--- src/rtl/alu_arbiter_pkg.sv ---
// Shared definitions for the ALU arbiter slice.
// Holds the datapath widths, the one-hot op code bit positions used by both
// the alu and the arbiter, the response slot state type and the registered
// response record.
package alu_arbiter_pkg;

    localparam int unsigned DATA_WIDTH = 32;
    localparam int unsigned OP_WIDTH   = 12;

    // One-hot op code bit positions
    localparam int unsigned OP_ADD  = 0;
    localparam int unsigned OP_SUB  = 1;
    localparam int unsigned OP_AND  = 2;
    localparam int unsigned OP_OR   = 3;
    localparam int unsigned OP_NOR  = 4;
    localparam int unsigned OP_XOR  = 5;
    localparam int unsigned OP_SLT  = 6;
    localparam int unsigned OP_SLTU = 7;
    localparam int unsigned OP_SLL  = 8;
    localparam int unsigned OP_SRL  = 9;
    localparam int unsigned OP_SRA  = 10;
    localparam int unsigned OP_LUI  = 11;

    typedef enum logic [0:0] {
        StEmpty,
        StFull
    } slot_state_e;

    typedef struct packed {
        logic                  id;
        logic [DATA_WIDTH-1:0] result;
        logic                  zero;
        logic                  overflow;
        logic                  carry_out;
        logic                  err;
    } resp_t;

    // True when exactly one bit of the op code is set
    function automatic logic is_onehot(input logic [OP_WIDTH-1:0] op);
        logic [OP_WIDTH-1:0] op_m1;
        op_m1 = op - {{(OP_WIDTH-1){1'b0}}, 1'b1};
        return (op != '0) && ((op & op_m1) == '0);
    endfunction

endpackage

--- src/rtl/alu.sv ---
// Combinational ALU driven by a one-hot op code.
// Ports:
//   a_i, b_i       operands
//   alu_op_i       one-hot op code (add, sub, and, or, nor, xor, slt, sltu,
//                  sll, srl, sra, lui at bits 0..11)
//   result_o       operation result
//   zero_o         result is all zeros
//   overflow_o     signed overflow (add/sub only)
//   carry_out_o    carry out of add, borrow out of sub
// Shifts move b_i by a_i[4:0]; lui places b_i[15:0] in the upper half.
// A non one-hot op code ORs the selected results together; callers that can
// see such codes must mask the outputs themselves.
module alu
    import alu_arbiter_pkg::*;
(
    input  logic [DATA_WIDTH-1:0] a_i,
    input  logic [DATA_WIDTH-1:0] b_i,
    input  logic [OP_WIDTH-1:0]   alu_op_i,
    output logic [DATA_WIDTH-1:0] result_o,
    output logic                  zero_o,
    output logic                  overflow_o,
    output logic                  carry_out_o
);

    logic [DATA_WIDTH:0]          add_w;
    logic [DATA_WIDTH:0]          sub_w;
    logic                         add_ovf;
    logic                         sub_ovf;
    logic                         slt_bit;
    logic                         sltu_bit;
    logic [4:0]                   shamt;
    logic signed [DATA_WIDTH-1:0] sra_w;

    assign add_w    = {1'b0, a_i} + {1'b0, b_i};
    // MSB of the extended difference is the borrow
    assign sub_w    = {1'b0, a_i} - {1'b0, b_i};
    assign add_ovf  = (a_i[DATA_WIDTH-1] == b_i[DATA_WIDTH-1]) &&
                      (add_w[DATA_WIDTH-1] != a_i[DATA_WIDTH-1]);
    assign sub_ovf  = (a_i[DATA_WIDTH-1] != b_i[DATA_WIDTH-1]) &&
                      (sub_w[DATA_WIDTH-1] != a_i[DATA_WIDTH-1]);
    assign slt_bit  = $signed(a_i) < $signed(b_i);
    assign sltu_bit = a_i < b_i;
    assign shamt    = a_i[4:0];
    assign sra_w    = $signed(b_i) >>> shamt;

    always_comb begin
        result_o = '0;
        if (alu_op_i[OP_ADD])  result_o = result_o | add_w[DATA_WIDTH-1:0];
        if (alu_op_i[OP_SUB])  result_o = result_o | sub_w[DATA_WIDTH-1:0];
        if (alu_op_i[OP_AND])  result_o = result_o | (a_i & b_i);
        if (alu_op_i[OP_OR])   result_o = result_o | (a_i | b_i);
        if (alu_op_i[OP_NOR])  result_o = result_o | ~(a_i | b_i);
        if (alu_op_i[OP_XOR])  result_o = result_o | (a_i ^ b_i);
        if (alu_op_i[OP_SLT])  result_o = result_o | {{(DATA_WIDTH-1){1'b0}}, slt_bit};
        if (alu_op_i[OP_SLTU]) result_o = result_o | {{(DATA_WIDTH-1){1'b0}}, sltu_bit};
        if (alu_op_i[OP_SLL])  result_o = result_o | (b_i << shamt);
        if (alu_op_i[OP_SRL])  result_o = result_o | (b_i >> shamt);
        if (alu_op_i[OP_SRA])  result_o = result_o | sra_w;
        if (alu_op_i[OP_LUI])  result_o = result_o | {b_i[15:0], 16'h0000};
    end

    assign overflow_o  = (alu_op_i[OP_ADD] & add_ovf) | (alu_op_i[OP_SUB] & sub_ovf);
    assign carry_out_o = (alu_op_i[OP_ADD] & add_w[DATA_WIDTH]) |
                         (alu_op_i[OP_SUB] & sub_w[DATA_WIDTH]);
    assign zero_o      = (result_o == '0);

endmodule

--- src/rtl/alu_rr_grant.sv ---
// Two-port arbiter and op code check for the shared ALU.
// Ports:
//   valid_i     request valids, bit N for port N
//   last_id_i   port that won the most recent accepted handshake
//   op0_i/op1_i op codes of the two ports
//   grant_o     one-hot grant, or zero when nobody is valid
//   op_err_o    granted op code is not one-hot
// FIXED_PRIO = 1 lets port 0 win every tie; otherwise a tie goes to the port
// that did not win last time.
module alu_rr_grant
    import alu_arbiter_pkg::*;
#(
    parameter bit FIXED_PRIO = 1'b0
) (
    input  logic [1:0]          valid_i,
    input  logic                last_id_i,
    input  logic [OP_WIDTH-1:0] op0_i,
    input  logic [OP_WIDTH-1:0] op1_i,
    output logic [1:0]          grant_o,
    output logic                op_err_o
);

    logic [OP_WIDTH-1:0] granted_op;

    always_comb begin
        grant_o = 2'b00;
        case (valid_i)
            2'b01:   grant_o = 2'b01;
            2'b10:   grant_o = 2'b10;
            2'b11:   grant_o = (FIXED_PRIO || last_id_i) ? 2'b01 : 2'b10;
            default: grant_o = 2'b00;
        endcase
    end

    assign granted_op = grant_o[1] ? op1_i : op0_i;
    assign op_err_o   = (|grant_o) & ~is_onehot(granted_op);

endmodule

--- src/rtl/alu_arbiter.sv ---
// Shares one combinational alu between two valid/ready requesters.
// Ports:
//   clk, resetn                  clock, asynchronous active-low reset
//   reqN_valid / reqN_ready      request handshake for port N
//   reqN_A, reqN_B, reqN_ALUop   operands and one-hot op code of port N
//   resp_valid / resp_ready      response handshake
//   resp_id                      port that owns the response
//   resp_Result, resp_Zero,
//   resp_Overflow, resp_CarryOut registered alu outputs
//   resp_err                     the accepted op code was not one-hot
// One registered response slot; a new request is accepted whenever the slot
// is empty or being drained in the same cycle.
module alu_arbiter
    import alu_arbiter_pkg::*;
#(
    parameter bit FIXED_PRIO = 1'b0
) (
    input  logic                  clk,
    input  logic                  resetn,
    input  logic                  req0_valid,
    output logic                  req0_ready,
    input  logic [DATA_WIDTH-1:0] req0_A,
    input  logic [DATA_WIDTH-1:0] req0_B,
    input  logic [OP_WIDTH-1:0]   req0_ALUop,
    input  logic                  req1_valid,
    output logic                  req1_ready,
    input  logic [DATA_WIDTH-1:0] req1_A,
    input  logic [DATA_WIDTH-1:0] req1_B,
    input  logic [OP_WIDTH-1:0]   req1_ALUop,
    output logic                  resp_valid,
    input  logic                  resp_ready,
    output logic                  resp_id,
    output logic [DATA_WIDTH-1:0] resp_Result,
    output logic                  resp_Zero,
    output logic                  resp_Overflow,
    output logic                  resp_CarryOut,
    output logic                  resp_err
);

    slot_state_e           state_q, state_d;
    resp_t                 resp_q, resp_d;
    logic                  last_id_q, last_id_d;

    logic [1:0]            grant;
    logic                  op_err;
    logic                  can_accept;
    logic                  accept;

    logic [DATA_WIDTH-1:0] alu_a;
    logic [DATA_WIDTH-1:0] alu_b;
    logic [OP_WIDTH-1:0]   alu_op;
    logic [DATA_WIDTH-1:0] alu_result;
    logic                  alu_zero;
    logic                  alu_overflow;
    logic                  alu_carry_out;

    alu_rr_grant #(
        .FIXED_PRIO (FIXED_PRIO)
    ) u_grant (
        .valid_i   ({req1_valid, req0_valid}),
        .last_id_i (last_id_q),
        .op0_i     (req0_ALUop),
        .op1_i     (req1_ALUop),
        .grant_o   (grant),
        .op_err_o  (op_err)
    );

    assign can_accept = (state_q == StEmpty) | resp_ready;
    // Gating with resetn keeps both readies low for the whole reset window
    assign req0_ready = grant[0] & can_accept & resetn;
    assign req1_ready = grant[1] & can_accept & resetn;
    assign accept     = req0_ready | req1_ready;

    // Idle ALU inputs are forced to zero so nothing toggles without a grant
    always_comb begin
        alu_a  = '0;
        alu_b  = '0;
        alu_op = '0;
        if (grant[0]) begin
            alu_a  = req0_A;
            alu_b  = req0_B;
            alu_op = req0_ALUop;
        end else if (grant[1]) begin
            alu_a  = req1_A;
            alu_b  = req1_B;
            alu_op = req1_ALUop;
        end
    end

    alu u_alu (
        .a_i         (alu_a),
        .b_i         (alu_b),
        .alu_op_i    (alu_op),
        .result_o    (alu_result),
        .zero_o      (alu_zero),
        .overflow_o  (alu_overflow),
        .carry_out_o (alu_carry_out)
    );

    // Slot state and response capture
    always_comb begin
        state_d   = state_q;
        resp_d    = resp_q;
        last_id_d = last_id_q;

        case (state_q)
            StEmpty: if (accept) state_d = StFull;
            StFull:  if (resp_ready && !accept) state_d = StEmpty;
            default: state_d = StEmpty;
        endcase

        if (accept) begin
            last_id_d = grant[1];
            resp_d.id = grant[1];
            if (op_err) begin
                resp_d.result    = '0;
                resp_d.zero      = 1'b1;
                resp_d.overflow  = 1'b0;
                resp_d.carry_out = 1'b0;
                resp_d.err       = 1'b1;
            end else begin
                resp_d.result    = alu_result;
                resp_d.zero      = alu_zero;
                resp_d.overflow  = alu_overflow;
                resp_d.carry_out = alu_carry_out;
                resp_d.err       = 1'b0;
            end
        end
    end

    always_ff @(posedge clk or negedge resetn) begin
        if (!resetn) begin
            state_q   <= StEmpty;
            resp_q    <= '0;
            last_id_q <= 1'b1;
        end else begin
            state_q   <= state_d;
            resp_q    <= resp_d;
            last_id_q <= last_id_d;
        end
    end

    assign resp_valid    = (state_q == StFull);
    assign resp_id       = resp_q.id;
    assign resp_Result   = resp_q.result;
    assign resp_Zero     = resp_q.zero;
    assign resp_Overflow = resp_q.overflow;
    assign resp_CarryOut = resp_q.carry_out;
    assign resp_err      = resp_q.err;

endmodule

--- config.mk ---
export PLATFORM = sky130hd
export DESIGN_NAME = alu_arbiter
export DESIGN_NICKNAME = d
export VERILOG_FILES = /design/src/rtl/alu_arbiter_pkg.sv /design/src/rtl/alu.sv /design/src/rtl/alu_rr_grant.sv /design/src/rtl/alu_arbiter.sv
export SDC_FILE = /design/constraint.sdc
export NUM_CORES = 1
export LEC_CHECK = 0
export ABC_AREA = 1
export CORE_UTILIZATION = 30
export DETAILED_ROUTE_END_ITERATION = 8
export DONT_BUFFER_PORTS = 1
export MAX_ROUTING_LAYER = met4
export SLEW_MARGIN = 20
export SYNTH_ARGS = -nofsm -noshare
export SYNTH_HDL_FRONTEND = slang
export SYNTH_SLANG_ARGS = --single-unit
--- constraint.sdc ---
create_clock -name clk -period 4.25 [get_ports clk]
set_input_delay 0.425 -clock clk [delete_from_list [all_inputs] [get_ports clk]]
set_output_delay 0.425 -clock clk [all_outputs]
set_load 0.005 [all_outputs]
**Yosys cells after proc, flatten, opt, wreduce, memory -nomap -nowiden**

Cells that the tools add are included.

- Output and inout port bits: 40
- Input port bits: 157
- Flip-flop bits (word level): 39

- Shift operators: 3
- Bitwise logic cells: 31
- Equality and inequality tests: 7
- Add/subtract/negate cells: 3
- Multiplexer cells: 25
- $lt $le $gt $ge: 2
- Reductions and logical operators: 9

Operators by type and width:

| cell | count |
|---|---|
| 32-bit two-way mux | 16 |
| 32-bit OR | 10 |
| 32-bit < comparator | 2 |
| 32-bit by 1-bit OR with 32-bit output | 2 |
| 12-bit two-way mux | 3 |
| 36-bit two-way mux | 1 |
| 32-bit by 32-bit adder with 33-bit output | 1 |
| 32-bit by 32-bit subtractor with 33-bit output | 1 |
| 32-bit AND | 1 |
| 32-bit zero test | 1 |
| 32-bit NOT | 1 |
| 32-bit by 5-bit left shift with 32-bit output | 1 |
| 32-bit by 5-bit >> shifter with 32-bit output | 1 |
| 32-bit by 5-bit >>> shifter with 32-bit output | 1 |
| 32-bit XOR | 1 |
| 12-bit AND | 1 |
| 12-bit zero test | 1 |
| 12-bit nonzero test | 1 |
| 12-bit by 1-bit subtractor with 12-bit output, second input constant | 1 |
| 1-bit AND | 9 |
| 2-bit case mux with 3 select lines | 1 |
| 2-bit equality test, second input constant | 2 |
| 1-bit logical AND | 4 |
| 1-bit OR | 4 |
| 9 further kinds | 13 |

**Logic depth before layout (Yosys ltp)**

Gate-level depths: netlist (run 1).

- Depth after elaboration: 30
- Gate-level depth with buffers: 30
- Depth with buffers taken out: 27

**By module**

From an unflattened synthesis (run 1), not the netlist that was laid out.

- Cells, all modules: 2826
- Area, all modules: 14425.1 sq um

Modules (own cells, without submodules):

| module | times used | cells each | area each (sq um) |
|---|---|---|---|
| alu | 1 | 2207 | 10861.7 |
| alu_arbiter | 1 | 502 | 3017.9 |
| alu_rr_grant | 1 | 117 | 545.5 |

**Worst setup path before layout (run 1)**

Ideal clock, no wire load.

- Path kind: register -> register
- From: register last_id_q
- To: register resp_q, in the netlist resp_Zero
- Path buffers: 5
- Required time: 4173 ps
- Library setup time: 77 ps
- Stages on the path, launching flop included: 25
- Data arrival time: 3577 ps
- Clock period less this slack: 3654 ps
- Setup slack: 596 ps
- Cells stage by stage: dfstp_2 nand2_4 nand2_4 buf_6 buf_6 clkbuf_1 buf_1 o21a_1 inv_1 ha_1 clkbuf_1 inv_1 nor3_1 inv_1 nor3_2 nand2_1 nand2_1 nand2_1 nand3_1 nand2_1 nor2_1 nand2_1 nor2_1 nand3_1 a21oi_1

- Longest elaborated chain between the ends: 30
- Elaborated cells between the ends (all ways): 58
- Those cells by class: add/sub: 3; order compare: 2; shift: 3; mux: 22; bitwise: 23; reduce/logical: 5

Ends and longest elaborated chain:

| what | line | text |
|---|---|---|
| start, declared | alu_arbiter.sv:42 | `logic last_id_q, last_id_d;` |
| start signal, assigned | alu_arbiter.sv:139 | `last_id_q <= last_id_d;` |
| 2-bit two-way mux (*) | alu_rr_grant.sv:30 | `2'b11: grant_o = (FIXED_PRIO \|\| last_id_i) ? 2'b01 : 2'b10;` |
| 2-bit case mux with 3 select lines (*) | alu_rr_grant.sv:27 | `case (valid_i)` |
| 32-bit two-way mux | alu_arbiter.sv:83 | `end else if (grant[1]) begin` |
| 32-bit two-way mux | alu_arbiter.sv:79 | `if (grant[0]) begin` |
| 32-bit by 32-bit adder with 33-bit output | alu.sv:34 | `assign add_w = {1'b0, a_i} + {1'b0, b_i};` |
| 32-bit two-way mux | alu.sv:48 | `if (alu_op_i[OP_ADD]) result_o = result_o \| add_w[DATA_WIDTH-1:0];` |
| 32-bit OR | alu.sv:49 | `if (alu_op_i[OP_SUB]) result_o = result_o \| sub_w[DATA_WIDTH-1:0];` |
| 32-bit two-way mux | alu.sv:49 |  |
| [14 not listed] | -- |  |
| 32-bit OR | alu.sv:57 | `if (alu_op_i[OP_SRL]) result_o = result_o \| (b_i >> shamt);` |
| 32-bit two-way mux | alu.sv:57 |  |
| 32-bit OR | alu.sv:58 | `if (alu_op_i[OP_SRA]) result_o = result_o \| sra_w;` |
| 32-bit two-way mux | alu.sv:58 |  |
| 32-bit OR | alu.sv:59 | `if (alu_op_i[OP_LUI]) result_o = result_o \| {b_i[15:0], 16'h0000};` |
| 32-bit two-way mux | alu.sv:59 |  |
| 32-bit zero test | alu.sv:65 | `assign zero_o = (result_o == '0);` |
| 36-bit two-way mux | alu_arbiter.sv:115 | `if (op_err) begin` |
| end signal, assigned | alu_arbiter.sv:138 | `resp_q <= resp_d;` |
| end, declared | alu_arbiter.sv:41 | `resp_t resp_q, resp_d;` |

Mark *: on every way between the ends. The rest lies on a longest branch, timed or not.
A chain may end at the register's enable or synchronous reset.

**Worst setup path after layout (run 1)**

Same ends and word-level chain as after synthesis.

==> results.md, run 1 <==
* CP required at approximately 4500 ps
* Critical path class: reg -> reg
* Port Buffer Count at 0
* CTS Buffer Depth at 2
* Initial antenna violation count at 5
* Slew at the pin closest to its max-slew limit at between 1000 and 1500 ps
* HPWL Detailed at between 60000 and 70000 um
* Commonest cells after routing, fill and taps aside: nand2_1, nand3_1, inv_1, nor2_1, o21ai_0
* Worst IR drop on VDD at between 0.15 and 0.2 mV
* Worst path most repeated cell: nand3_1
* PD cells at 388 nW/um^2
* Placed cells at ~3200
* Post-synth cell types at 56
* Initial Util at 0.306
* Nets at roughly 2800
* Die H at between 200 and 250 um
* H-tree depth at 2
* Post-layout util at 0.339
* Seq/Total Area, Yosys at 0.0737
* Finished Layout Cells at around 3200
* Synth Register Bits at 39
* Synth Area per Inst at around 5.1 um^2
* Max Cap Viol at 0
* Die footprint at around 45000 um^2
* Worst Setup Start Kind: flip-flop
* Syn Inst Count at roughly 2600
* Syn Nets at 2818
* Worst skew pair latency at a little over 300 ps
* Most common cell after layout, fill and taps aside: nand2_1
* Slew Viols, Final at 0
* WHS at between 400 and 500 ps
* CP delay by family, top: simple AND/OR/NAND/NOR gates
* Async S/R FF share, synth at 1.00
* Post-Syn Area at roughly 13000 um^2
* Drt first pass iters at 6
* IO Pins at 197
* Post-synth EDFFs at 0
* Row cnt at 76
* Worst-path fanout max at 25
* Post-route worst setup slack at between 200 and 250 ps
* First-pass GRT wire length at around 110000 um
* Status: finished, final reports clean
* CP Capture Type: flip-flop
* Layout cells sized above 1 at 0.0845
* Hold Crit Class: in -> reg
* Root Buffer: clkbuf_16
* Worst path max stage delay at approximately 570 ps
* Clock slew at reported path FFs at 80 ps
* Synth warnings at 0
* CTS tree: done
* Final Skew at between 20 and 30 ps
* Gpl congestion at 1.13
* Gr usage total at 0.342
* Final Hold Viols at 0
* P_leak at between 7 and 8 nW
* Routed vias at 18300
* FMAX at 247 MHz
* Critical-path cell list: inv_2 -> nand2_4 -> nand2_4 -> buf_4 -> buf_4 -> o21ai_1 -> ha_1 -> nand4_1 -> nor3_1 -> nand3_1 -> nand3_1 -> nand2_1 -> nand3_1 -> nand3_1 -> nor2_1 -> nand2_1 -> nor2_1 -> nand3_1 -> a21oi_1
* DP Worst Slack at -18.8 ps
* Drt drc at 0
* Bufs and invs on worst path at 3
* Post-synth top flop: dfrtp_1
* Total gr overflow at 0
* Crit path DAT at between 4000 and 5000 ps
* TritonCTS buffer count at 5
* Largest net degree at the start of global routing at 74
* Number of global-route vias before repair at about 17000
* CTS sink cnt at 39
* Area of the core at 43400 um^2
* WL final at about 76000 um
* Drt wl/cell at about 24 um
* DR vias/cell at about 5.8
* Min cycle time layout at just over 4000 ps
* Tcrit/Tclk final at 0.952
* Worst path slowest cell: dfstp_2
* Max transition margin at 0.293
* Horiz. Die Dim at between 200 and 250 um
* Post-route ant nets at 0
* DRT iter0 DRCs at between 2000 and 3000
* P&R area growth vs syn at 10.8%
* Final setup violation count at 0
==> cell families after synthesis <==
family          after synthesis  share of synthesized area
fa+ha+maj                    82                     0.0774
buf+inv                     434                      0.135
xor+xnor                      2                    0.00132
flops                        39                     0.0737
simple gates               1627                      0.531
compound gates              395                      0.182
==> registers in the layout, indices dropped and copies added (netlist names) <==
name           flops
resp_valid         1
resp_Zero          1
resp_err           1
resp_Result       32
resp_CarryOut      1
last_id_q          1
resp_id            1
resp_Overflow      1
==> metal layers <==
metal	up-vias	share of wire	global-route usage
met5	-	0	-
met4	0	0.058	0.159
met3	207	0.11	0.0650
met2	1125	0.42	0.511
met1	8434	0.41	0.443
li1	8546	-	-
==> repair_timing <==
item,CTS,global route
setup buffers,3,0
pin swaps,1,0
resized for setup,0,34
endpoints found under the hold margin,39,0
hold buffers,2,0
setup endpoints to repair,1,1
==> path summary, 6_finish.rpt <==
kind,startpoint,endpoint,slack [ps],cells after the start
setup / recovery,last_id_q$_DFFE_PN1P_,resp_Zero$_DFFE_PN0P_,200,19
hold / removal,resp_ready,resp_valid$_DFF_PN0_,410,3
setup reg to reg,last_id_q$_DFFE_PN1P_,resp_Zero$_DFFE_PN0P_,200,19
hold reg to reg,resp_Result[9]$_DFFE_PN0P_,resp_Result[9]$_DFFE_PN0P_,510,2
max in group asynchronous,resetn,last_id_q$_DFFE_PN1P_,3410,2
min in group asynchronous,resetn,resp_id$_DFFE_PN0P_,580,2
==> report_power, final <==
part | switching (mW) | leakage (nW) | internal, mW
sequential | 0.0127 | 0.527 | 0.385
clock | 0.177 | 0.0838 | 0.278
combinational | 3.47 | 7.05 | 1.38
==> synthesized netlist by cell type (all sizes together) (2+ instances only) <==
cell	number	area, um^2
inv	317	1190
nor2	238	908
o21a	18	135
clkbuf	49	184
or2	6	37.5
a31oi	7	43.8
buf	64	395
nand3b	20	150
nand4	33	213
o221ai	6	52.6
a22o	23	201
a21oi	113	577
o21bai	5	41.3
nand2	842	3250
nand3	450	2270
o31ai	2	15.0
nor3b	2	15.0
o2111ai	3	26.3
a21boi	5	48.8
xor2	2	17.5
ha	82	1030
dfrtp	38	951
a221oi	8	76.3
clkinv	4	15.0
nor4	6	37.5
o211ai	30	225
nor3	27	145
a211oi	4	30.0
a21o	4	30.0
and2	2	12.5
o22ai	18	126
o21ai	147	769
==> worst min-delay path, cell delays in order <==
cell and delay (ps):
inv_1 20, nand2_1 130, nand2_1 70
==> per-stage QoR <==
stage | total power, mW | area (um^2) | setup TNS [ps]
after floorplan | 3.23 | 13300 | 0
after global placement | 5.00 | 14400 | -81.5
after detailed placement | 4.98 | 14400 | -18.8
after CTS | 5.46 | 14600 | 0
after global routing | 6.05 | 14700 | -15.8
final | 5.70 | 14700 | 0
==> cell type report <==
| class | count | area, um^2 |
|---|---|---|
| antenna | 6 | 15.0 |
| clock buffer | 5 | 125 |
| clock inverter | 3 | 43.8 |
| fill | 5110 | 28700 |
| inverter | 321 | 1210 |
| multi-input combinational | 2106 | 10600 |
| sequential | 39 | 977 |
| tap | 585 | 732 |
| timing repair buffer | 118 | 1000 |
Note: power is estimated with default switching activity, not from simulation.
==> run 2: changes to the inputs <==
--- a/config.mk
+++ b/config.mk
@@ -6,9 +6,11 @@
 export NUM_CORES = 1
 export LEC_CHECK = 0
 export ABC_AREA = 1
+export CORE_ASPECT_RATIO = 1.1
 export CORE_UTILIZATION = 30
 export DETAILED_ROUTE_END_ITERATION = 8
 export DONT_BUFFER_PORTS = 1
+export GPL_ROUTABILITY_DRIVEN = 0
 export MAX_ROUTING_LAYER = met4
 export SLEW_MARGIN = 20
 export SYNTH_ARGS = -nofsm -noshare
==> run 2 against run 1 <==
Effect of this change:
- sequential share of layout area grew 0.16 points
- design area shrank 2.4%
- clock skew shrank 13 ps
- count of clock-buffer cells in the layout is the same
- worst setup slack lost 200 ps
- routed wire length shrank 6.2%
- cell count shrank 1.4%
- hold slack lost 79 ps
- global-route usage shrank 2.6 points
- register-to-register slack lost 200 ps
- utilization shrank 0.87 points
- critical path depth grew 5
- largest cell class unchanged
==> results.md, run 2 (synthesis results as in run 1) <==
* Most common cell after layout, fill and taps aside: nand2_1
* Worst Setup Start Kind: flip-flop
* CTS sink cnt at 39
* Max transition margin at 0.231
* RSZ-0062 raised after global routing: no
* Largest net degree at the start of global routing at 73
* Final Hold Viols at 0
* Die H at roughly 220 um
* FMAX at around 240 MHz
* Total power draw at ~5.4 mW
* Hold Crit Class: in -> reg
* Finished Layout Cells at 3138
* Sw frac at 0.645
* WHS at around 330 ps
* Critical-path cell list: inv_2 -> a21boi_4 -> buf_12 -> nand2_1 -> nand2_2 -> inv_1 -> ha_1 -> inv_1 -> nand2_1 -> a21oi_1 -> o21ai_0 -> buf_4 -> a21boi_0 -> nor2_1 -> nor2_1 -> nor2_1 -> nand2_1 -> nor2_1 -> nand2_1 -> nor2_1 -> nand3_1 -> nor2_1 -> nand3_1 -> a21oi_1
* PD cells at approximately 380 nW/um^2
* Nets at 2799
* Worst skew pair latency at around 290 ps
* CTS tree: done
* Crit Reg-Reg Endpoint: resp_Zero$_DFFE_PN0P_
* CP delay by family, top: simple AND/OR/NAND/NOR gates
* Placed cell area at approximately 14000 um^2
* Worst r2r src: last_id_q$_DFFE_PN1P_
* Worst-path fanout max at 25
* Internal at approximately 1.9 mW
* Slew Viols, Final at 0
* IO Pins at 197
* Min cycle time layout at ~4200 ps
* Hold Path End: resp_valid$_DFF_PN0_
* Drt wl/cell at around 23 um
* Combinational Power Share at 0.846
* WL final at just over 70000 um
* Critical path class: reg -> reg
* TritonCTS buffer count at 5
* Clock slew at reported path FFs at 70 ps
* Initial Util at 0.305
* Clock Power Share at 0.081
* Cell area after layout at between 10000 and 15000 um^2
* Gr usage total at 0.316
* Initial antenna violation count at 3
* Status: finished, final reports clean
* Area of the core at 43400 um^2
* Crit path DAT at approximately 4500 ps
* Max reg flops at 32
* Routed vias at between 15000 and 20000
* Worst IR drop on VDD at about 0.23 mV
* R2R Setup Slk at ~7.5 ps
* Bufs and invs on worst path at 5
* Commonest cells after routing, fill and taps aside: nand2_1, nand3_1, inv_1, nor2_1, o21ai_0
* Seq pwr share at 0.073
* Slew at the pin closest to its max-slew limit at ~1100 ps
* Worst path slowest cell: dfstp_2
* Row cnt at 80
* Total gr overflow at 0
* Worst path max stage delay at ~570 ps
* Hold Path Depth at 3
* Final Skew at between 10 and 15 ps
* HPWL Detailed at 58100 um
* First-pass GRT wire length at around 100000 um
* CP Capture Type: flip-flop
* Hold_sp: resp_ready
* P&R area growth vs syn at 8.16%
* Drt drc at 0
* Root Buffer: clkbuf_16
* Post-route ant nets at 0
* Port Buffer Count at 0
* TNS Setup at 0 ps
* Reg2Reg Depth at 24
* P_leak at 7.50 nW
* Tcrit/Tclk final at 0.998
* Worst path most repeated cell: nor2_1
* DR vias/cell at between 5 and 6
* CP required at 4460 ps
* Placed cells at approximately 3100
* Drt first pass iters at 8
* Die footprint at approximately 45000 um^2
* Final setup violation count at 0
* Horiz. Die Dim at between 200 and 250 um
* Number of global-route vias before repair at 16500
* Max Cap Viol at 0
* DRT iter0 DRCs at 3152
* H-tree depth at 2
* CTS Buffer Depth at 2
* Layout cells sized above 1 at 0.0676
* Switching pwr at 3.51 mW
## run 2: worst max path at each step
stage                           from                    end  slack, ps  cells after the start
3_3_place_gp   last_id_q$_DFFE_PN1P_  resp_Zero$_DFFE_PN0P_        200                     22
4_1_cts        last_id_q$_DFFE_PN1P_  resp_Zero$_DFFE_PN0P_        130                     22
6_report       last_id_q$_DFFE_PN1P_  resp_Zero$_DFFE_PN0P_          7                     24
3_5_place_dp   last_id_q$_DFFE_PN1P_  resp_Zero$_DFFE_PN0P_        170                     22
2_1_floorplan  last_id_q$_DFFE_PN1P_  resp_Zero$_DFFE_PN0P_        600                     24
5_1_grt        last_id_q$_DFFE_PN1P_  resp_Zero$_DFFE_PN0P_        0.4                     20
## run 2: power groups by stage
stage	clock (mW)	sequential, mW	combinational (mW)
after global routing	0.454	0.398	4.86
after global placement	0	0.404	4.25
after CTS	0.443	0.397	4.28
after floorplan	0	0.400	2.83
final	0.440	0.397	4.60
after detailed placement	0	0.404	4.25
## run 2: per-stage QoR
| stage | utilization | setup WS, ps |
|---|---|---|
| after floorplan | - | 596 |
| after detailed placement | 0.324 | 174 |
| after global routing | 0.330 | 0.429 |
| after global placement | 0.324 | 201 |
| after CTS | 0.329 | 127 |
| final | 0.330 | 7.45 |
## run 2: worst reg2reg max path, cell delays in order (launching register included)
cell and delay (ps):
dfstp_2 570, inv_2 80, a21boi_4 180, buf_12 200
nand2_1 100, nand2_2 150, inv_1 90, ha_1 180
inv_1 90, nand2_1 200, a21oi_1 430, o21ai_0 180
buf_4 190, a21boi_0 130, nor2_1 110, nor2_1 50
nor2_1 120, nand2_1 60, nor2_1 370, nand2_1 90
nor2_1 150, nand3_1 90, nor2_1 140, nand3_1 90
a21oi_1 130
## run 2: what timing repair did
item	in CTS	in global routing
hold buffers	2	0
endpoints found under the setup margin	0	2
gates resized for setup	0	15
buffers inserted	0	0
endpoints found under the hold margin	39	0
## run 2: layer usage
| layer | track usage | vias up | wire, um |
|---|---|---|---|
| met1 | 0.380 | 8302 | 25800 |
| li1 | - | 8477 | - |
| met2 | 0.461 | 1425 | 29900 |
| met4 | 0.182 | 0 | 5430 |
| met3 | 0.0996 | 322 | 10400 |
| met5 | - | - | 0 |
## run 2: layout make-up
type                            count  area [um^2]
Tap cell                          574          718
Inverter                          321         1200
Timing Repair Buffer               87          713
Sequential cell                    39          977
Clock buffer                        5          125
Antenna cell                        3         7.51
Fill cell                        5025        29100
Multi-Input combinational cell   2106        10600
Clock inverter                      3         43.8
